## config.mk

```make
export PLATFORM = sky130hd
export DESIGN_NAME = mem_lsu
export DESIGN_NICKNAME = d
export VERILOG_FILES = /design/src/rtl/mem_lsu.sv
export SDC_FILE = /design/constraint.sdc
export NUM_CORES = 1
export LEC_CHECK = 0
export ABC_CLOCK_PERIOD_IN_PS = 1770
export CAP_MARGIN = 40
export CORE_ASPECT_RATIO = 1.25
export CORE_UTILIZATION = 42
export DETAILED_ROUTE_END_ITERATION = 8
export HOLD_SLACK_MARGIN = 0.08
export PLACE_DENSITY = 0.77
export SETUP_SLACK_MARGIN = 0.05
export SKIP_LAST_GASP = 1
export SLEW_MARGIN = 20
export SYNTH_ARGS = -nofsm -noshare
export SYNTH_HDL_FRONTEND = slang
export SYNTH_SLANG_ARGS = --single-unit
export TNS_END_PERCENT = 20
```

## constraint.sdc

```tcl
create_clock -name clk -period 1.77 [get_ports clk]
set_input_delay 0.354 -clock clk [delete_from_list [all_inputs] [get_ports clk]]
set_output_delay 0.354 -clock clk [all_outputs]
set_load 0.02 [all_outputs]
```

## src/rtl/mem_lsu.sv

```systemverilog
// Load/store unit: accepts one EX-stage instruction at a time, runs a req/gnt/rvalid bus access
// for loads and stores, and registers the write-back. Optional build macro: MISALIGN_TRAP_EN.
module mem_lsu #(
   parameter int unsigned XLEN   = 32,
   parameter int unsigned ADDR_W = 32
) (
   input  logic              clk,
   input  logic              rst,
   input  logic              ex_valid_i,
   output logic              ex_ready_o,
   input  logic [31:0]       inst_i,
   input  logic              mem_rena_i,
   input  logic              mem_wena_i,
   input  logic [ADDR_W-1:0] mem_addr_i,
   input  logic [XLEN-1:0]   mem_wdata_i,
   input  logic              reg_wena_i,
   input  logic [4:0]        reg_waddr_i,
   input  logic [XLEN-1:0]   reg_wdata_i,
   output logic              bus_req_o,
   output logic              bus_we_o,
   output logic [ADDR_W-1:0] bus_addr_o,
   output logic [XLEN-1:0]   bus_wdata_o,
   output logic [XLEN/8-1:0] bus_be_o,
   input  logic              bus_gnt_i,
   input  logic              bus_rvalid_i,
   input  logic [XLEN-1:0]   bus_rdata_i,
   output logic              wb_valid_o,
   output logic [31:0]       wb_inst_o,
   output logic              wb_reg_wena_o,
   output logic [4:0]        wb_reg_waddr_o,
   output logic [XLEN-1:0]   wb_reg_wdata_o,
`ifdef MISALIGN_TRAP_EN
   output logic              misalign_o,
`endif
   output logic              busy_o
);

   localparam int unsigned NB     = XLEN / 8;
   localparam int unsigned OFFW   = $clog2(NB);
   localparam logic [1:0]  FullSz = 2'(OFFW);

   typedef enum logic [1:0] {StIdle, StReq, StWait} state_e;

   state_e state_q, state_d;

   logic [31:0]       inst_q;
   logic              store_q;
   logic [ADDR_W-1:0] addr_q;
   logic [1:0]        size_q;
   logic              uns_q;
   logic [XLEN-1:0]   wdata_q;
   logic              reg_wena_q;
   logic [4:0]        reg_waddr_q;
   logic [XLEN-1:0]   reg_wdata_q;

   logic              wb_valid_q, wb_valid_d;
   logic [31:0]       wb_inst_q, wb_inst_d;
   logic              wb_reg_wena_q, wb_reg_wena_d;
   logic [4:0]        wb_reg_waddr_q, wb_reg_waddr_d;
   logic [XLEN-1:0]   wb_reg_wdata_q, wb_reg_wdata_d;

   logic              accept, latch_en, acc_uns;
   logic [1:0]        acc_sz;
   logic [2:0]        lo_mask;
   logic [ADDR_W-1:0] addr_fix;
   logic [OFFW-1:0]   off;
   logic [7:0]        be_base, be_sh;
   logic [XLEN-1:0]   rd_sh, ld_data;

   assign ex_ready_o = (state_q == StIdle) && !rst;
   assign busy_o     = (state_q != StIdle) && !rst;
   assign accept     = ex_valid_i && ex_ready_o;

   // Access size (log2 bytes) and signedness from funct3; unlisted codes mean full width.
   always_comb begin
      acc_sz  = FullSz;
      acc_uns = 1'b0;
      if (mem_wena_i) begin
         case (inst_i[14:12])
            3'b000:  acc_sz = 2'd0;
            3'b001:  acc_sz = 2'd1;
            3'b010:  acc_sz = 2'd2;
            default: acc_sz = FullSz;
         endcase
      end else begin
         case (inst_i[14:12])
            3'b000:  acc_sz = 2'd0;
            3'b001:  acc_sz = 2'd1;
            3'b010:  acc_sz = 2'd2;
            3'b100: begin acc_sz = 2'd0; acc_uns = 1'b1; end
            3'b101: begin acc_sz = 2'd1; acc_uns = 1'b1; end
            3'b110: if (XLEN == 64) begin acc_sz = 2'd2; acc_uns = 1'b1; end
            default: acc_sz = FullSz;
         endcase
      end
      case (acc_sz)
         2'd0:    lo_mask = 3'b000;
         2'd1:    lo_mask = 3'b001;
         2'd2:    lo_mask = 3'b011;
         default: lo_mask = 3'b111;
      endcase
      addr_fix = mem_addr_i & ~{{(ADDR_W-3){1'b0}}, lo_mask};
   end

`ifdef MISALIGN_TRAP_EN
   logic misal, misal_q, misal_d;
   assign misal      = |(mem_addr_i[2:0] & lo_mask);
   assign misalign_o = misal_q;
`endif

   // Bus side is driven purely from the latched request, so it holds steady while waiting on gnt.
   assign off        = addr_q[OFFW-1:0];
   assign bus_req_o  = (state_q == StReq);
   assign bus_we_o   = store_q;
   assign bus_addr_o = {addr_q[ADDR_W-1:OFFW], {OFFW{1'b0}}};
   assign be_sh      = be_base << off;
   assign bus_be_o   = be_sh[NB-1:0];
   assign rd_sh      = bus_rdata_i >> {off, 3'b000};

   always_comb begin
      case (size_q)
         2'd0:    begin be_base = 8'h01; bus_wdata_o = {NB{wdata_q[7:0]}}; end
         2'd1:    begin be_base = 8'h03; bus_wdata_o = {(NB/2){wdata_q[15:0]}}; end
         2'd2:    begin be_base = 8'h0f; bus_wdata_o = {(NB/4){wdata_q[31:0]}}; end
         default: begin be_base = 8'hff; bus_wdata_o = wdata_q; end
      endcase
   end

   always_comb begin
      int nb;
      logic ext;
      nb  = 8 << size_q;
      ext = !uns_q && rd_sh[nb-1];
      for (int i = 0; i < XLEN; i++) begin
         ld_data[i] = (i < nb) ? rd_sh[i] : ext;
      end
   end

   always_comb begin
      state_d        = state_q;
      latch_en       = 1'b0;
      wb_valid_d     = 1'b0;
      wb_inst_d      = wb_inst_q;
      wb_reg_wena_d  = wb_reg_wena_q;
      wb_reg_waddr_d = wb_reg_waddr_q;
      wb_reg_wdata_d = wb_reg_wdata_q;
`ifdef MISALIGN_TRAP_EN
      misal_d        = 1'b0;
`endif
      unique case (state_q)
         StIdle: begin
            if (accept) begin
               if (mem_rena_i || mem_wena_i) begin
`ifdef MISALIGN_TRAP_EN
                  if (misal) begin
                     wb_valid_d     = 1'b1;
                     wb_inst_d      = inst_i;
                     wb_reg_wena_d  = 1'b0;
                     wb_reg_waddr_d = reg_waddr_i;
                     wb_reg_wdata_d = '0;
                     misal_d        = 1'b1;
                  end else begin
                     latch_en = 1'b1;
                     state_d  = StReq;
                  end
`else
                  latch_en = 1'b1;
                  state_d  = StReq;
`endif
               end else begin
                  wb_valid_d     = 1'b1;
                  wb_inst_d      = inst_i;
                  wb_reg_wena_d  = reg_wena_i;
                  wb_reg_waddr_d = reg_waddr_i;
                  wb_reg_wdata_d = reg_wdata_i;
               end
            end
         end
         StReq: begin
            if (bus_gnt_i) state_d = StWait;
         end
         StWait: begin
            if (bus_rvalid_i) begin
               wb_valid_d     = 1'b1;
               wb_inst_d      = inst_q;
               wb_reg_waddr_d = reg_waddr_q;
               wb_reg_wena_d  = store_q ? reg_wena_q : 1'b1;
               wb_reg_wdata_d = store_q ? reg_wdata_q : ld_data;
               state_d        = StIdle;
            end
         end
         default: state_d = StIdle;
      endcase
   end

   always_ff @(posedge clk) begin
      if (rst) begin
         state_q        <= StIdle;
         wb_valid_q     <= 1'b0;
         wb_inst_q      <= '0;
         wb_reg_wena_q  <= 1'b0;
         wb_reg_waddr_q <= '0;
         wb_reg_wdata_q <= '0;
`ifdef MISALIGN_TRAP_EN
         misal_q        <= 1'b0;
`endif
      end else begin
         state_q        <= state_d;
         wb_valid_q     <= wb_valid_d;
         wb_inst_q      <= wb_inst_d;
         wb_reg_wena_q  <= wb_reg_wena_d;
         wb_reg_waddr_q <= wb_reg_waddr_d;
         wb_reg_wdata_q <= wb_reg_wdata_d;
`ifdef MISALIGN_TRAP_EN
         misal_q        <= misal_d;
`endif
      end
   end

   always_ff @(posedge clk) begin
      if (rst) begin
         inst_q      <= '0;
         store_q     <= 1'b0;
         addr_q      <= '0;
         size_q      <= '0;
         uns_q       <= 1'b0;
         wdata_q     <= '0;
         reg_wena_q  <= 1'b0;
         reg_waddr_q <= '0;
         reg_wdata_q <= '0;
      end else if (latch_en) begin
         inst_q      <= inst_i;
         store_q     <= mem_wena_i;
         addr_q      <= addr_fix;
         size_q      <= acc_sz;
         uns_q       <= acc_uns;
         wdata_q     <= mem_wdata_i;
         reg_wena_q  <= reg_wena_i;
         reg_waddr_q <= reg_waddr_i;
         reg_wdata_q <= reg_wdata_i;
      end
   end

   assign wb_valid_o     = wb_valid_q;
   assign wb_inst_o      = wb_inst_q;
   assign wb_reg_wena_o  = wb_reg_wena_q;
   assign wb_reg_waddr_o = wb_reg_waddr_q;
   assign wb_reg_wdata_o = wb_reg_wdata_q;

endmodule
```

==> reports/qor.csv <==
metric;value;unit
wl_per_cell;17.7;um
worstRegToRegCells;7;
cp_max_fo;5;
route.vias.total;10200;
ir_drop;0.000665;V
crit_arrival;1.62;ns
tritoncts;done;
totalWireLength;32900;um
grt_pass1_vias;9548;
drc;0;
start_util;43.1;%
violations;negative setup slack;
finalSetupViolations;143;
die_h;171;um
yosys.area.top_type;dfxtp_1;
yosysUniqueCellTypes;44;
hold_start;mem_wdata_i[6];
finalCriticalPeriod;1.97;ns
worst_slew_pin_slew;0.770;ns
final_layout_size_suffix_gt1_share;15.8;%
setup_slack;-0.200;ns
num_rows;61;
cts_max_path_buffers;3;
ys_seq_area_share;43.8;%
die_area;0.0236;sq mm
r2r_setup_slack;-0.09;ns
totalPowerFinal;12.2;mW
path_class;reg2out;
syn_avg_cell_area;7.72;sq um
die_x;138;um
routabilityCongestion;0.942;
port_buffers;313;
max_freq;508;MHz
slowest_delay;0.36;ns
finClkSkew;0.00998;ns
grt_pass1_wl;49300;um
synth_top_area_share;43.8;%
grt_max_degree;169;
slowest_stage;dfxtp_4;
syn_to_final_growth;49.8;%
drt-vias-per-instance;5.48;
required;1.42;ns
final_nets;1727;
overflow;0;
clk_pin_slew;0.06;ns
max_slew_margin;48.7;%
ios;316;
clock_sinks;211;
status;finished with violations;
coreArea;0.0224;sq mm
final_hold_viol_count;0;
r2r_end;wb_reg_wdata_o[5];
clk_latency;0.51;ns
synth-main-ff-cell;dfxtp_1;
cap_violations;0;
hold_class;in2reg;
rr_startpoint;addr_q[1];
crit_chain;or2_4 > mux2_2 > buf_2;
min_path_cells;3;
fin_tns_setup;-9.00;ns
postRouteAntennaNets;0;
yosysWarnings;0;
critPathLaunchType;register;
n_fill_cell;1853;
drt-initial-drc-count;629;
htree_levels;1;
numCtsBuffers;23;
ctsHoldBuffers;0;
power.leakage;5.23;nW
finalMaxSlewViolations;0;
syn_area;0.00965;sq mm
gr-usage-all-layers;26.4;%
synth_edf_count;0;
rsz0062_at_grt;true;
power.density;841;mW/mm^2
root_buffer;clkbuf_16;
min_to;wdata_q[6];
synth_area_leaders;dfxtp_1 (44%), nand2_1 (15%), a21oi_1 (8.6%);
synth_seq_cells;211;
dp_hpwl;21800;um
fin_crit_sh;111;%
cp-end-kind;output pin;
grt_antenna_before_repair;2;
synthArstFlopShare;0;%
dr.pass1.iters;6;
syn_inst;1249;
## what timing repair did
item                       in CTS  in global routing
setup endpoints to repair     170                183
pin swaps                       2                  7
setup buffers                   1                 12
resized for setup             191                 45
cloned                          2                  3
## registers in the layout, indices dropped and copies added, names as in the netlist
signal / count
reg_waddr_q: 5
size_q: 2
wb_reg_wdata_o: 32
wb_inst_o: 32
inst_q: 32
wb_reg_wena_o: 1
wb_valid_o: 1
state_q: 2
uns_q: 1
wdata_q: 32
addr_q: 32
reg_wena_q: 1
reg_wdata_q: 32
bus_we_o: 1
wb_reg_waddr_o: 5
## cells by family after synthesis
logic type / after synthesis / share of synthesized area, %
buffers and inverters: 151 / 8.04
DFF: 211 / 43.8
AOI/OAI and AO/OA: 342 / 22.4
muxes: 42 / 4.59
and+or+nand+nor: 502 / 21.2
other: 1 / 0.0389
## stage by stage
step	utilization [%]	worst slack [ns]	cell area (sq um)	hold WS [ns]	std cells
6_report	64.6	-0.200	14500	0.390	1855
5_1_grt	64.6	-0.255	14400	0.390	1854
4_1_cts	63.2	-0.218	14100	0.377	1839
3_5_place_dp	59.6	-0.436	13300	0.442	1796
3_3_place_gp	59.6	-0.412	13300	0.438	1796
2_1_floorplan	-	-0.0226	9670	0.432	1250
## cell usage after synthesis, types with 5 or more instances
| library cell | instances |
|---|---|
| buf_4 | 40 |
| nor2b_1 | 27 |
| a211oi_1 | 27 |
| a21oi_1 | 165 |
| nand2_1 | 385 |
| mux2i_1 | 24 |
| clkbuf_1 | 56 |
| buf_2 | 41 |
| o21ai_0 | 50 |
| inv_1 | 5 |
| o41ai_1 | 7 |
| a221oi_1 | 20 |
| nand3b_1 | 7 |
| dfxtp_1 | 211 |
| nand3_1 | 6 |
| nor3_1 | 5 |
| nor2_1 | 61 |
| mux2_2 | 18 |
| a22oi_1 | 11 |
| a311oi_1 | 37 |
| o21a_1 | 14 |
| buf_1 | 6 |
## layer usage
metal  vias to the layer above  wire length (um)  track usage, %
met1                      4734             12500            31.5
met3                       107              2710            5.72
met5                         -                13               0
met2                       469             16100            44.7
li1                       4846                 -               -
met4                         2              1600            12.2
## placed cells by master (no fill, tap or decap), types with 4 or more instances in the layout
cell type and instances:
buf_2 17, inv_1 4, dfxtp_4 5, buf_8 4
nand3b_1 7, a21oi_1 164, dfxtp_1 204, o41ai_1 7
buf_4 86, clkdlybuf4s50_1 275, o21ai_1 9, buf_6 12
a311oi_1 37, nor2_1 57, o21a_1 14, a211oi_1 25
nand2_1 384, a221oi_1 9, clkbuf_1 7, buf_12 17
a221oi_2 13, clkinv_2 4, a22oi_1 9, mux2_2 17
clkinvlp_4 4, mux2i_1 20, nor2b_1 25, clkbuf_16 25
o21ai_0 40
## report_power, final
part	leakage, nW	internal (mW)	switching [mW]
Sequential	1.72	4.95	0.128
Clock	0.370	2.93	1.97
Combinational	3.14	1.07	1.11
Total	5.23	8.95	3.21
## critical path, delay by kind of cell (launching register included)
family / cells / cell delay [ns]
simple gates: 1 / 0.30
buf+inv: 1 / 0.16
flops: 1 / 0.36
mux: 1 / 0.29
## how the worst max path moves through the flow
stage,cells past startpoint,from,to
5_1_grt,5,size_q[0],bus_wdata_o[25]
3_3_place_gp,6,bus_rdata_i[31],wb_reg_wdata_o[29]
3_5_place_dp,6,mem_wena_i,wb_reg_wdata_o[25]
6_report,3,size_q[0],bus_wdata_o[8]
2_1_floorplan,4,size_q[1],bus_wdata_o[22]
4_1_cts,5,size_q[0],bus_wdata_o[25]
## layout make-up
type | instances | area [sq um] | share of cell area [%]
Clock buffer | 32 | 629 | 4.35
Clock inverter | 9 | 129 | 0.892
Timing Repair Buffer | 421 | 4170 | 28.9
Tap cell | 283 | 354 | 2.45
Antenna cell | 2 | 5.00 | 0.0346
Inverter | 7 | 33.8 | 0.234
Sequential cell | 211 | 4250 | 29.4
Multi-Input combinational cell | 889 | 4880 | 33.7
Timing Repair inverter | 1 | 7.51 | 0.0519
(Power assumes the default switching activity.)
